<file path="config.mk">
export PLATFORM = sky130hd
export DESIGN_NAME = vga_timing_gen
export DESIGN_NICKNAME = d
export VERILOG_FILES = /design/src/rtl/vga_timing_gen.sv
export SDC_FILE = /design/constraint.sdc
export NUM_CORES = 1
export LEC_CHECK = 0
export CORE_MARGIN = 5
export CORE_UTILIZATION = 52
export CTS_CLUSTER_SIZE = 12
export DETAILED_ROUTE_END_ITERATION = 10
export MAX_ROUTING_LAYER = met4
export PLACE_DENSITY_LB_ADDON = 0.25
export SLEW_MARGIN = 40
export SYNTH_ARGS = -nofsm -noshare
export SYNTH_HDL_FRONTEND = slang
export SYNTH_SLANG_ARGS = --single-unit
</file>
<file path="constraint.sdc">
create_clock -name clk -period 3.9 [get_ports clk]
set_input_delay 0.78 -clock clk [delete_from_list [all_inputs] [get_ports clk]]
set_output_delay 0.78 -clock clk [all_outputs]
set_load 0.02 [all_outputs]
</file>
<file path="src/rtl/vga_timing_gen.sv">
// vga_timing_gen: single-clock VGA raster timing with pixel-tick enable, colour bars and registered outputs
module vga_timing_gen #(
    parameter int   CLK_DIV   = 4,
    parameter int   CNT_W     = 10,
    parameter int   COLOR_W   = 2,
    parameter int   H_VIS     = 640,
    parameter int   H_FP      = 16,
    parameter int   H_SYNC    = 96,
    parameter int   H_BP      = 48,
    parameter int   V_VIS     = 480,
    parameter int   V_FP      = 10,
    parameter int   V_SYNC    = 2,
    parameter int   V_BP      = 33,
    parameter logic SYNC_POL  = 1'b0,
    parameter int   BAR_SHIFT = 6
) (
    input  logic                 clk,
    input  logic                 resetN,
    input  logic [3*COLOR_W-1:0] rgbContent,
    input  logic                 patternEn,
    output logic [CNT_W-1:0]     horCnt,
    output logic [CNT_W-1:0]     verCnt,
    output logic                 pixTick,
    output logic [COLOR_W-1:0]   vgaRed,
    output logic [COLOR_W-1:0]   vgaGreen,
    output logic [COLOR_W-1:0]   vgaBlue,
    output logic                 hSync,
    output logic                 vSync,
    output logic                 sActive,
    output logic                 lineStart,
    output logic                 frameStart
);
    localparam int DIV_W = CLK_DIV > 1 ? $clog2(CLK_DIV) : 1;
    localparam logic [DIV_W-1:0] DIV_LAST = DIV_W'(CLK_DIV - 1);
    localparam logic [CNT_W-1:0] H_LAST   = CNT_W'(H_VIS + H_FP + H_SYNC + H_BP - 1);
    localparam logic [CNT_W-1:0] V_LAST   = CNT_W'(V_VIS + V_FP + V_SYNC + V_BP - 1);
    localparam logic [CNT_W-1:0] H_VIS_C  = CNT_W'(H_VIS);
    localparam logic [CNT_W-1:0] V_VIS_C  = CNT_W'(V_VIS);
    localparam logic [CNT_W-1:0] HS_BEG   = CNT_W'(H_VIS + H_FP);
    localparam logic [CNT_W-1:0] HS_END   = CNT_W'(H_VIS + H_FP + H_SYNC);
    localparam logic [CNT_W-1:0] VS_BEG   = CNT_W'(V_VIS + V_FP);
    localparam logic [CNT_W-1:0] VS_END   = CNT_W'(V_VIS + V_FP + V_SYNC);

    logic [DIV_W-1:0]   div, divNext;
    logic               act, hsAct, vsAct;
    logic [2:0]         bar;
    logic [COLOR_W-1:0] srcR, srcG, srcB;

    always_comb begin
        divNext = div == DIV_LAST ? '0 : div + 1'b1;
        act     = horCnt < H_VIS_C && verCnt < V_VIS_C;
        hsAct   = horCnt >= HS_BEG && horCnt < HS_END;
        vsAct   = verCnt >= VS_BEG && verCnt < VS_END;
        bar     = horCnt[BAR_SHIFT+2:BAR_SHIFT];
        srcR    = patternEn ? {COLOR_W{bar[0]}} : rgbContent[COLOR_W-1:0];
        srcG    = patternEn ? {COLOR_W{bar[1]}} : rgbContent[2*COLOR_W-1:COLOR_W];
        srcB    = patternEn ? {COLOR_W{bar[2]}} : rgbContent[3*COLOR_W-1:2*COLOR_W];
    end

    // pixTick is registered so it is 0 in reset even when CLK_DIV=1
    always_ff @(posedge clk) begin
        if (!resetN) begin
            div        <= '0;
            pixTick    <= 1'b0;
            horCnt     <= '0;
            verCnt     <= '0;
            vgaRed     <= '0;
            vgaGreen   <= '0;
            vgaBlue    <= '0;
            sActive    <= 1'b0;
            lineStart  <= 1'b0;
            frameStart <= 1'b0;
            hSync      <= ~SYNC_POL;
            vSync      <= ~SYNC_POL;
        end else begin
            div        <= divNext;
            pixTick    <= divNext == DIV_LAST;
            lineStart  <= pixTick && horCnt == '0;
            frameStart <= pixTick && horCnt == '0 && verCnt == '0;
            if (pixTick) begin
                horCnt   <= horCnt == H_LAST ? '0 : horCnt + 1'b1;
                if (horCnt == H_LAST)
                    verCnt <= verCnt == V_LAST ? '0 : verCnt + 1'b1;
                sActive  <= act;
                hSync    <= hsAct ? SYNC_POL : ~SYNC_POL;
                vSync    <= vsAct ? SYNC_POL : ~SYNC_POL;
                vgaRed   <= act ? srcR : '0;
                vgaGreen <= act ? srcG : '0;
                vgaBlue  <= act ? srcB : '0;
            end
        end
    end
endmodule
</file>
---- Word-level counts from Yosys, hierarchy flattened ----
Index checks and enable logic that the tools add are counted.
word-level totals
  register bits after elaboration ......... 34
  RAM bits ................................ 0
  logic and storage cells ................. 44
  latch bits .............................. 0
  memory bits (read-only) ................. 0
  input port bits ......................... 9
  memories kept ........................... 0
  output and inout port bits .............. 32
cells by class
  shift-type cells ........................ 0
  equality and inequality tests ........... 4
  divide/modulo/power cells ............... 0
  reductions and logical operators ........ 8
  add/subtract/negate cells ............... 3
  multiplexer cells ....................... 11
  order comparisons ....................... 6
  bitwise gates (word level) .............. 0
  multiply operators ...................... 0
operator list
  operator               count
  $add 10x1->10 const B  2
  $eq 10x10->1 const B   2
  $logic_not 10->1       2
  $lt 10x10->1 const B   2
  $lt 10x9->1 const B    2
  $mux 10                2
  $mux 2                 7
  $ge 10x10->1 const B   1
  $ge 10x9->1 const B    1
  $logic_and 1x1->1      5
  $eq 2x2->1 const B     2
  $add 2x1->2 const B    1
  $mux 1                 2
  $reduce_and 2->1       1

---- Depth between registers and ports, before layout ----
  word-level depth ........................ 3
  gate-level depth with buffers ........... 6
  gate-level depth less buffers ........... 6

---- Least setup slack after synthesis ----
OpenSTA, ideal clock, no wires.
  path kind ............................... register to register
  start ................................... register horCnt[0]
  end ..................................... register verCnt[6]
  cell stages (with the launch flop) ...... 6
  path buffers ............................ 0
  library setup time ...................... 0.073 ns
  arrival time ............................ 1.949 ns
  data required time ...................... 3.827 ns
  clock period less this slack ............ 2.022 ns
  path slack .............................. 1.878 ns
  cells stage by stage .................... dfxtp_1 ha_1 nand4_2 or3_4 or4_1 a21oi_1
between the ends
  cells in the longest elaborated chain, start to end .. 2
ends and longest elaborated chain
  element                            line  text
  from (decl)                        21    output logic [CNT_W-1:0] horCnt,
  from (signal assigned)             81    horCnt <= horCnt == H_LAST ? '0 : horCnt + 1'b1;
  $eq 10x10->1                       82    if (horCnt == H_LAST)
  $reduce_and 2->1 (no source line)  -
  to (signal assigned)               83    verCnt <= verCnt == V_LAST ? '0 : verCnt + 1'b1;
  to (decl)                          22    output logic [CNT_W-1:0] verCnt,
Every way passes these cells.
A chain may end at the register's enable or synchronous reset.

---- Final worst setup path ----
  start ................................... register pixTick
  end ..................................... output port pixTick
RTL lines
  element                 line  text
  from (decl)             23    output logic pixTick,
  from (signal assigned)  64    pixTick <= 1'b0;
  from (signal assigned)  77    pixTick <= divNext == DIV_LAST;
No word-level cell between the ends.

==> flow_metrics.py <==
metrics = {
    "detailed_routing": {
        "routed_via_density": 5.46,
        "via_count": 1462,
        "wire_per_inst_microns": 14.0,
        "drt-pass1-iter-count": 4,
        "drtIter0Drc": 83,
        "wirelength_microns": 3760,
        "drc": 0,
        "drtAntennaViolNets": 0,
    },
    "timing": {
        "finalHoldViolCount": 0,
        "min_period_over_period_pct": 65.6,
        "slew_headroom_pct": 50.9,
        "fmax_ghz": 0.391,
        "fin_worst_skew_ns": 0.00836,
        "final.setup.tns_ns": 0,
        "slew_violations": 0,
        "holdWs_ns": 0.457,
        "finalWorstSetupSlack_ns": 1.34,
        "rsz0062_at_grt": "no",
        "worst_pin_slew_ns": 0.735,
        "layout_min_cycle_time_ns": 2.56,
        "setup_viol": 0,
    },
    "synth": {
        "async_flop_share_pct": 0,
        "synth-edff-count": 0,
        "synth_nets": 200,
        "yosysWarnings": 0,
        "synthCells": 185,
        "synth_cell_types": 43,
        "ys_seq_elements": 34,
        "syn_avg_cell_area_sq_um": 8.89,
        "netlist_top_cells_area": "dfxtp_1 41%, xnor2_1 4.8%, ha_1 4.6%",
        "synth.top_cell.area_share_pct": 41.4,
        "yosysSeqAreaShare_pct": 41.4,
        "synth_flop_cell": "dfxtp_1",
        "yosys.area.top_type": "dfxtp_1",
        "syn-cell-area_sq_um": 1650,
    },
    "critical_path": {
        "crit_path_max_incr_delay_ns": 0.73,
        "worstPathArrival_ns": 1.78,
        "cp_cell_sequence": "clkdlybuf4s50_1",
        "required_ns": 3.12,
        "critical_path.top_delay_family": "flip-flops",
        "start_kind": "flop",
        "rrSetupSlack_ns": 1.54,
        "path_buf_inv": 1,
        "cp-end-kind": "output port",
        "critical-path-slowest-cell": "dfxtp_1",
        "path_class": "flop to output port",
        "reg2reg_to": "verCnt[2]$_SDFFE_PN0P_",
        "crit_fanout": 19,
        "reg2reg_from": "pixTick$_SDFF_PN0_",
        "reg2regPathDepth": 4,
    },
    "clock_tree": {
        "numClockSinks": 34,
        "postCtsSetupBuffers": 0,
        "clock_latency_ns": 0.33,
        "cts-resized-gates": 0,
        "cts-root-buf": "clkbuf_4",
        "cts_max_path_buffers": 2,
        "path_clk_slew_ns": 0.09,
        "numCtsBuffers": 5,
        "h-tree-depth": 2,
        "cts_tree": "built",
        "ctsHoldBuffers": 0,
    },
    "layout": {
        "design_area_sq_um": 2130,
        "finalNetCount": 240,
        "drive_gt1_share_pct": 6.25,
        "syn_to_final_growth_pct": 29.4,
        "mostFrequentLayoutCell": "clkdlybuf4s50_1",
        "antennaDiodeCount": 0,
        "final_cell_mix": "40 x clkdlybuf4s50_1, 34 x dfxtp_1, 14 x nor2_1, 13 x nand2_1",
    },
    "worst_hold_path": {
        "worstHoldEndpoint": "div[0]$_SDFF_PN0_",
        "hold_class": "flop to flop",
        "worstHoldStart": "div[0]$_SDFF_PN0_",
        "hold_depth": 1,
    },
    "global_route": {
        "antenna_found_initial": 0,
        "grt_max_degree": 25,
        "grt_use_total_pct": 18.8,
        "grt_overflow_total": 0,
        "grt_pass1_vias": 1411,
        "grt_pass1_wl_microns": 6190,
    },
    "place": {
        "gp_congestion": 0.841,
        "place_ws_ns": 1.41,
        "io_buffers": 40,
        "hpwl_microns": 2790,
        "placed_area_sq_um": 2070,
    },
    "die": {
        "initial_core_util_pct": 53.9,
        "chipHeight_microns": 66.3,
        "pin_count": 41,
        "dieArea_sq_um": 4390,
        "num_rows": 20,
        "die_x_microns": 66.3,
        "coreArea_sq_um": 3050,
    },
    "flow_run": {
        "max_cap_violations": 0,
    },
    "power": {
        "peakVddDrop_mv": 0.195,
        "power_leakage_nw": 0.765,
        "power_density_nw_per_um2": 284,
    },
    "status": {
        "status": "finished, final reports clean",
    },
}
sequential cells by signal, indices dropped and copies added (netlist names):
name        cells
verCnt         10
frameStart      1
lineStart       1
vgaGreen        2
div             2
horCnt         10
hSync           1
vgaBlue         2
vgaRed          2
vSync           1
pixTick         1
sActive         1
worst register-to-register path, stage by stage (launching register included):
cell	delay, ns
dfxtp_1	0.73
nand4_2	0.40
or3_4	0.48
o21ai_0	0.52
nor2_1	0.11
kinds of logic after synthesis:
group	Yosys count	synth area share (%)
flip-flops	34	41.4
adder cells (fa/ha/maj)	6	4.56
buffers and inverters	14	3.42
multiplexers	1	0.608
XOR/XNOR	12	6.39
AO/OA/AOI/OAI	28	11.0
AND/OR/NAND/NOR	90	32.7
cell type report:
| type | instances | area (sq um) |
|---|---|---|
| Inverter | 7 | 26.3 |
| Tap cell | 44 | 55.1 |
| Sequential cell | 34 | 681 |
| Multi-Input combinational cell | 137 | 915 |
| Timing Repair Buffer | 40 | 400 |
| Clock buffer | 6 | 51.3 |
| Fill cell | 248 | 925 |
metrics by stage:
stage | total power, W | instances | utilization (%)
finish | 0.000605 | 268 | 69.7
global route | 0.000637 | 268 | 69.7
CTS | 0.000608 | 268 | 69.5
detailed placement | 0.000421 | 262 | 67.8
global placement | 0.000419 | 262 | 67.8
floorplan | 0.000397 | 185 | -
Yosys cell counts (3+ instances only):
cell      number
dfxtp_1       34
nor2_1        14
nand2_1       13
nor2b_1       10
o21ai_0       10
xnor2_1        9
nand3_1        8
a21boi_0       7
inv_1          7
nand2b_1       7
and2_1         6
ha_1           6
and3_1         4
clkbuf_1       4
nor3_1         4
nor4_1         4
and4_1         3
xor2_1         3
how the worst max path moves through the flow:
stage,cells after the start,end,from
4_1_cts,1,pixTick,pixTick$_SDFF_PN0_
2_1_floorplan,5,verCnt[6]$_SDFFE_PN0P_,horCnt[0]$_SDFFE_PN0P_
3_3_place_gp,3,verCnt[6]$_SDFFE_PN0P_,resetN
6_report,1,pixTick,pixTick$_SDFF_PN0_
5_1_grt,1,pixTick,pixTick$_SDFF_PN0_
3_5_place_dp,5,frameStart$_SDFF_PN0_,resetN
metal layers:
layer  vias up  global-route usage, %  part of all wire [%]  routed length [microns]
li1        731                      -                     -                        -
met1       674                   20.9                    45                     1690
met2        47                   30.4                    48                     1820
met3        10                   6.80                   4.9                      186
met4         0                   7.87                   1.6                       62
met5         -                      -                     0                        0
report_power, final:
part	switching (W)	internal, W
Combinational	0.0000224	0.0000279
Clock	0.000111	0.0000812
Sequential	0.00000780	0.000355
No activity file was read; power rests on OpenSTA's default activity.
==> RTL change 1: new RTL, same flow settings <==
`CLK_DIV`: 4 -> 2.
--- a/src/rtl/vga_timing_gen.sv
+++ b/src/rtl/vga_timing_gen.sv
@@ -1,6 +1,6 @@
 // vga_timing_gen: single-clock VGA raster timing with pixel-tick enable, colour bars and registered outputs
 module vga_timing_gen #(
-    parameter int   CLK_DIV   = 4,
+    parameter int   CLK_DIV   = 2,
     parameter int   CNT_W     = 10,
     parameter int   COLOR_W   = 2,
     parameter int   H_VIS     = 640,
Function: changed (a bounded check fails within 4 cycles, from zero or initial values and one cycle with resetN low).
==> RTL change 1 against the unedited design <==
  * Sequential cell count is 2 lower
  * Worst setup slack better by 0.15 ns
  * Clock power is 31% higher
  * Global-route usage increased by 2.1 points
  * Routed wire length grew 6.1%
  * Final area is 4.4% lower
  * Synthesized area is 2.7% lower
  * Power increased by 7.4%
  * Critical path type unchanged
  * Highest routed layer unchanged
==> RTL change 1: results <==
set metrics [dict create \
    post_synth_net_total 190 \
    routed_via_density 5.83 \
    number_of_global_route_vias_before_repair 1421 \
    hold_path_startpoint "sActive$_SDFFE_PN0P_" \
    critical_path_arrival_ns 1.63 \
    critPathSlowestCell "clkdlybuf4s50_1" \
    outcome "finished clean" \
    timing.reg2reg.setup_slack_ns 1.79 \
    critical_path_peak_fanout 12 \
    postCtsSetupRepairBufs 0 \
    drt_iter0_drc 104 \
    reg2regPathDepth 5 \
    ys_top_cells_by_count "32 x dfxtp_1, 20 x nand2_1, 10 x nor2_1, 9 x o21ai_0" \
    pre_cts_slack_ns 1.25 \
    design.final.nets 226 \
    min_delay_worst_endpoint "sActive$_SDFFE_PN0P_" \
    max-cap-violations 0 \
    fraction_of_layout_cells_with_a_size_suffix_above_1_pct 7.01 \
    post-dp-hpwl_mm 2.89 \
    drt-total-wl_mm 3.99 \
    capturing_point_of_the_worst_reg2reg_path "verCnt[6]$_SDFFE_PN0P_" \
    grt_usage_pct 20.9 \
    crit_path_max_incr_delay_ns 0.70 \
    cts_root_buf "clkbuf_4" \
    skew_ns 0.0184 \
    final.fill_count 271 \
    clk-insertion-delay-late_ns 0.35 \
    irDropWorstVdd_mv 0.149 \
    grt_start_max_net_pins 22 \
    place.gp.congestion 0.872 \
    grt_pass1_wl_mm 6.70 \
    reg2reg_from "horCnt[0]$_SDFFE_PN0P_" \
    hold_depth 2 \
    p_leak_nw 0.741 \
    ys_types 46 \
]
RTL change 1: cell types whose count changed in the layout (fill, tap and decap cells not counted), moves of 4 or more:
cell / delta
o211ai_1: +4
nor2b_1: -8
nor2_1: -4
a21boi_0: -6
nand2b_1: -7
mux2i_1: +5
xnor2_1: -4
nand2_1: +7
RTL change 1: cells by family (layout without fill, tap and decap cells):
group | count (synthesis) | in the layout | synth area share, %
simple gates | 77 | 77 | 28.1
flops | 32 | 32 | 40.0
compound gates | 31 | 31 | 12.9
buf+inv | 18 | 55 | 7.19
xor+xnor | 9 | 9 | 4.92
mux | 6 | 6 | 3.75
fa+ha+maj | 4 | 4 | 3.13
RTL change 1: where the power goes:
part	switching (mW)	internal [mW]	total, mW
Combinational	0.0284	0.0288	0.0572
Clock	0.117	0.134	0.252
Sequential	0.00710	0.334	0.341
RTL change 1: through the flow:
step	instance area, um2	power [mW]	cells	hold slack (ns)
6_report	2040	0.650	247	0.461
4_1_cts	2040	0.655	247	0.458
2_1_floorplan	1600	0.379	177	0.521
5_1_grt	2040	0.676	247	0.479
3_5_place_dp	1960	0.406	239	0.444
3_3_place_gp	1950	0.403	239	0.432
RTL change 1: how the worst max path moves through the flow:
| stage | start | endpoint | slack [ns] | depth (start not counted) |
|---|---|---|---|---|
| 6_report | div$_SDFF_PP0_ | pixTick | 1.49 | 1 |
| 5_1_grt | div$_SDFF_PP0_ | pixTick | 1.41 | 1 |
| 4_1_cts | div$_SDFF_PP0_ | pixTick | 1.48 | 1 |
| 3_5_place_dp | resetN | verCnt[6]$_SDFFE_PN0P_ | 1.25 | 4 |
| 3_3_place_gp | resetN | verCnt[8]$_SDFFE_PN0P_ | 1.33 | 4 |
| 2_1_floorplan | horCnt[0]$_SDFFE_PN0P_ | verCnt[8]$_SDFFE_PN0P_ | 1.96 | 5 |
RTL change 1: area by class of cell:
class | count | share of cell area (%)
clock buffers | 6 | 2.03
inverters | 7 | 1.29
flip-flops and latches | 32 | 31.5
well taps | 33 | 2.03
clock inverters | 2 | 1.72
multi-input cells | 127 | 41.8
repair buffers | 40 | 19.7
RTL change 1: layer usage:
layer / wire length [um] / up-vias / GRT usage [%]
met5: 0 / - / -
met4: 80 / 0 / 9.07
met3: 191 / 10 / 4.44
met2: 2060 / 43 / 34.1
met1: 1660 / 677 / 24.8
li1: - / 709 / -
==> RTL change 2: new RTL, same settings <==
Without the edit above. Register the inputs `rgbContent` and `patternEn` before use, cleared by the reset. The logic sees them one clock later.
--- a/src/rtl/vga_timing_gen.sv
+++ b/src/rtl/vga_timing_gen.sv
@@ -41,6 +41,19 @@
     localparam logic [CNT_W-1:0] VS_BEG   = CNT_W'(V_VIS + V_FP);
     localparam logic [CNT_W-1:0] VS_END   = CNT_W'(V_VIS + V_FP + V_SYNC);
 
+    logic [3*COLOR_W-1:0] rgbContent_q;
+    logic patternEn_q;
+
+    always_ff @(posedge clk) begin
+        if (!resetN) begin
+            rgbContent_q <= '0;
+            patternEn_q  <= '0;
+        end else begin
+            rgbContent_q <= rgbContent;
+            patternEn_q  <= patternEn;
+        end
+    end
+
     logic [DIV_W-1:0]   div, divNext;
     logic               act, hsAct, vsAct;
     logic [2:0]         bar;
@@ -52,9 +65,9 @@
         hsAct   = horCnt >= HS_BEG && horCnt < HS_END;
         vsAct   = verCnt >= VS_BEG && verCnt < VS_END;
         bar     = horCnt[BAR_SHIFT+2:BAR_SHIFT];
-        srcR    = patternEn ? {COLOR_W{bar[0]}} : rgbContent[COLOR_W-1:0];
-        srcG    = patternEn ? {COLOR_W{bar[1]}} : rgbContent[2*COLOR_W-1:COLOR_W];
-        srcB    = patternEn ? {COLOR_W{bar[2]}} : rgbContent[3*COLOR_W-1:2*COLOR_W];
+        srcR    = patternEn_q ? {COLOR_W{bar[0]}} : rgbContent_q[COLOR_W-1:0];
+        srcG    = patternEn_q ? {COLOR_W{bar[1]}} : rgbContent_q[2*COLOR_W-1:COLOR_W];
+        srcB    = patternEn_q ? {COLOR_W{bar[2]}} : rgbContent_q[3*COLOR_W-1:2*COLOR_W];
     end
 
     // pixTick is registered so it is 0 in reset even when CLK_DIV=1
Check against the original RTL: not equivalent (Yosys sat finds a counterexample within 10 cycles, from zero or initial values and one cycle with resetN low).
==> RTL change 2 against the unedited design <==
  * Synthesized area up 12%
  * Power increased by 22%
  * Sequential cell count grew 7
  * Clock power increased by 27%
  * Routed wire length is 13% higher
  * Final area rose by 9.2%
  * Register-to-register slack lost 0.08 ns
  * Fmax down 1.9%
  * Worst setup slack worse by 0.050 ns
  * Critical path type unchanged
  * Largest power group unchanged
  * Highest routed layer unchanged
==> RTL change 2: results <==
set metrics [dict create \
    num_antenna_cells 0 \
    reg_top3 "horCnt (10), verCnt (10), rgbContent_q (6)" \
    critical_path_peak_fanout 15 \
    grt_pass1_wl_mm 7.31 \
    post_synthesis_sequential_area_ratio_pct 44.7 \
    ys_types 49 \
    pre_cts_slack_ns 1.19 \
    critical_path_arrival_ns 1.83 \
    grt_usage_pct 19.1 \
    number_of_global_route_vias_before_repair 1554 \
    route.met2.wl_mm 2.08 \
    synth_largest_type_area_fraction_pct 44.7 \
    ys_top_cells_by_count "41 x dfxtp_1, 21 x nor2_1, 12 x inv_1, 9 x and2_1, 8 x nand2_1" \
    routed_via_density 5.57 \
    yosys_most_used_dff "dfxtp_1" \
    met1Wirelength_mm 1.90 \
    postCtsSetupRepairBufs 0 \
    grtUsageMet1_pct 22.9 \
    worstMarginPinSlew_ns 0.783 \
    worst_setup_hold_path_clk_slew_ns 0.11 \
    skew_ns 0.00812 \
    drt-total-wl_mm 4.25 \
    grt_start_max_net_pins 21 \
    irDropWorstVdd_mv 0.226 \
    drt_iter0_drc 62 \
    post-dp-hpwl_mm 3.08 \
    clk-insertion-delay-late_ns 0.36 \
    power_report.internal_total_uw 565 \
    outcome "finished clean" \
    yosys-top-cells-area "dfxtp_1 45%, nor2_1 4.3%, ha_1 4.1%" \
    crit_path_max_incr_delay_ns 0.75 \
    post_synth_net_total 208 \
    final.fill_count 263 \
    fraction_of_layout_cells_with_a_size_suffix_above_1_pct 9.05 \
    grt_use_met2_pct 31.1 \
    grt_use_met3_pct 3.91 \
    place.gp.congestion 0.966 \
    critPathSlowestCell "dfxtp_1" \
    placed_cell_area_um2 2250 \
    detailed_router_iteration_count_before_antenna_repair 4 \
    design.final.nets 246 \
]
[RTL change 2: power by group through the flow]
stage                     Clock (mW)  Sequential [mW]  Combinational, mW
after floorplan                    0            0.451             0.0309
after global placement             0            0.448             0.0560
after detailed placement           0            0.450             0.0588
after CTS                      0.245            0.441             0.0590
after global routing           0.262            0.443             0.0640
final                          0.243            0.441             0.0578
[RTL change 2: cell type report]
type                       instances  area (um2)  share of cell area, %
clock buffer                       7        65.1                   2.80
clock inverter                     1        5.00                  0.215
inverter                          12        45.0                   1.94
multi-input combinational        131         930                   40.0
sequential                        41         821                   35.3
tap                               46        57.6                   2.48
timing repair buffer              40         400                   17.2
[RTL change 2: cells by family (layout without fill, tap and decap cells)]
group,Yosys count,count (layout),share of synthesized area (%)
AND/OR/NAND/NOR,79,79,25.5
flip-flops,41,41,44.7
AO/OA/AOI/OAI,29,29,12.0
buffers and inverters,21,60,5.04
XOR/XNOR,9,9,4.29
multiplexers,8,8,4.42
adder cells (fa/ha/maj),6,6,4.08
[RTL change 2: through the flow]
| step | std cells | hold WS (ns) |
|---|---|---|
| 2_1_floorplan | 193 | 0.428 |
| 3_3_place_gp | 270 | 0.438 |
| 3_5_place_dp | 270 | 0.463 |
| 4_1_cts | 278 | 0.479 |
| 5_1_grt | 278 | 0.501 |
| 6_report | 278 | 0.478 |
[RTL change 2: path summary, 6_finish.rpt]
| kind | startpoint | end | slack [ns] |
|---|---|---|---|
| max | pixTick$_SDFF_PN0_ | pixTick | 1.29 |
| min | div[0]$_SDFF_PN0_ | div[0]$_SDFF_PN0_ | 0.48 |
| max reg2reg | pixTick$_SDFF_PN0_ | verCnt[6]$_SDFFE_PN0P_ | 1.46 |
| min reg2reg | div[0]$_SDFF_PN0_ | div[0]$_SDFF_PN0_ | 0.48 |
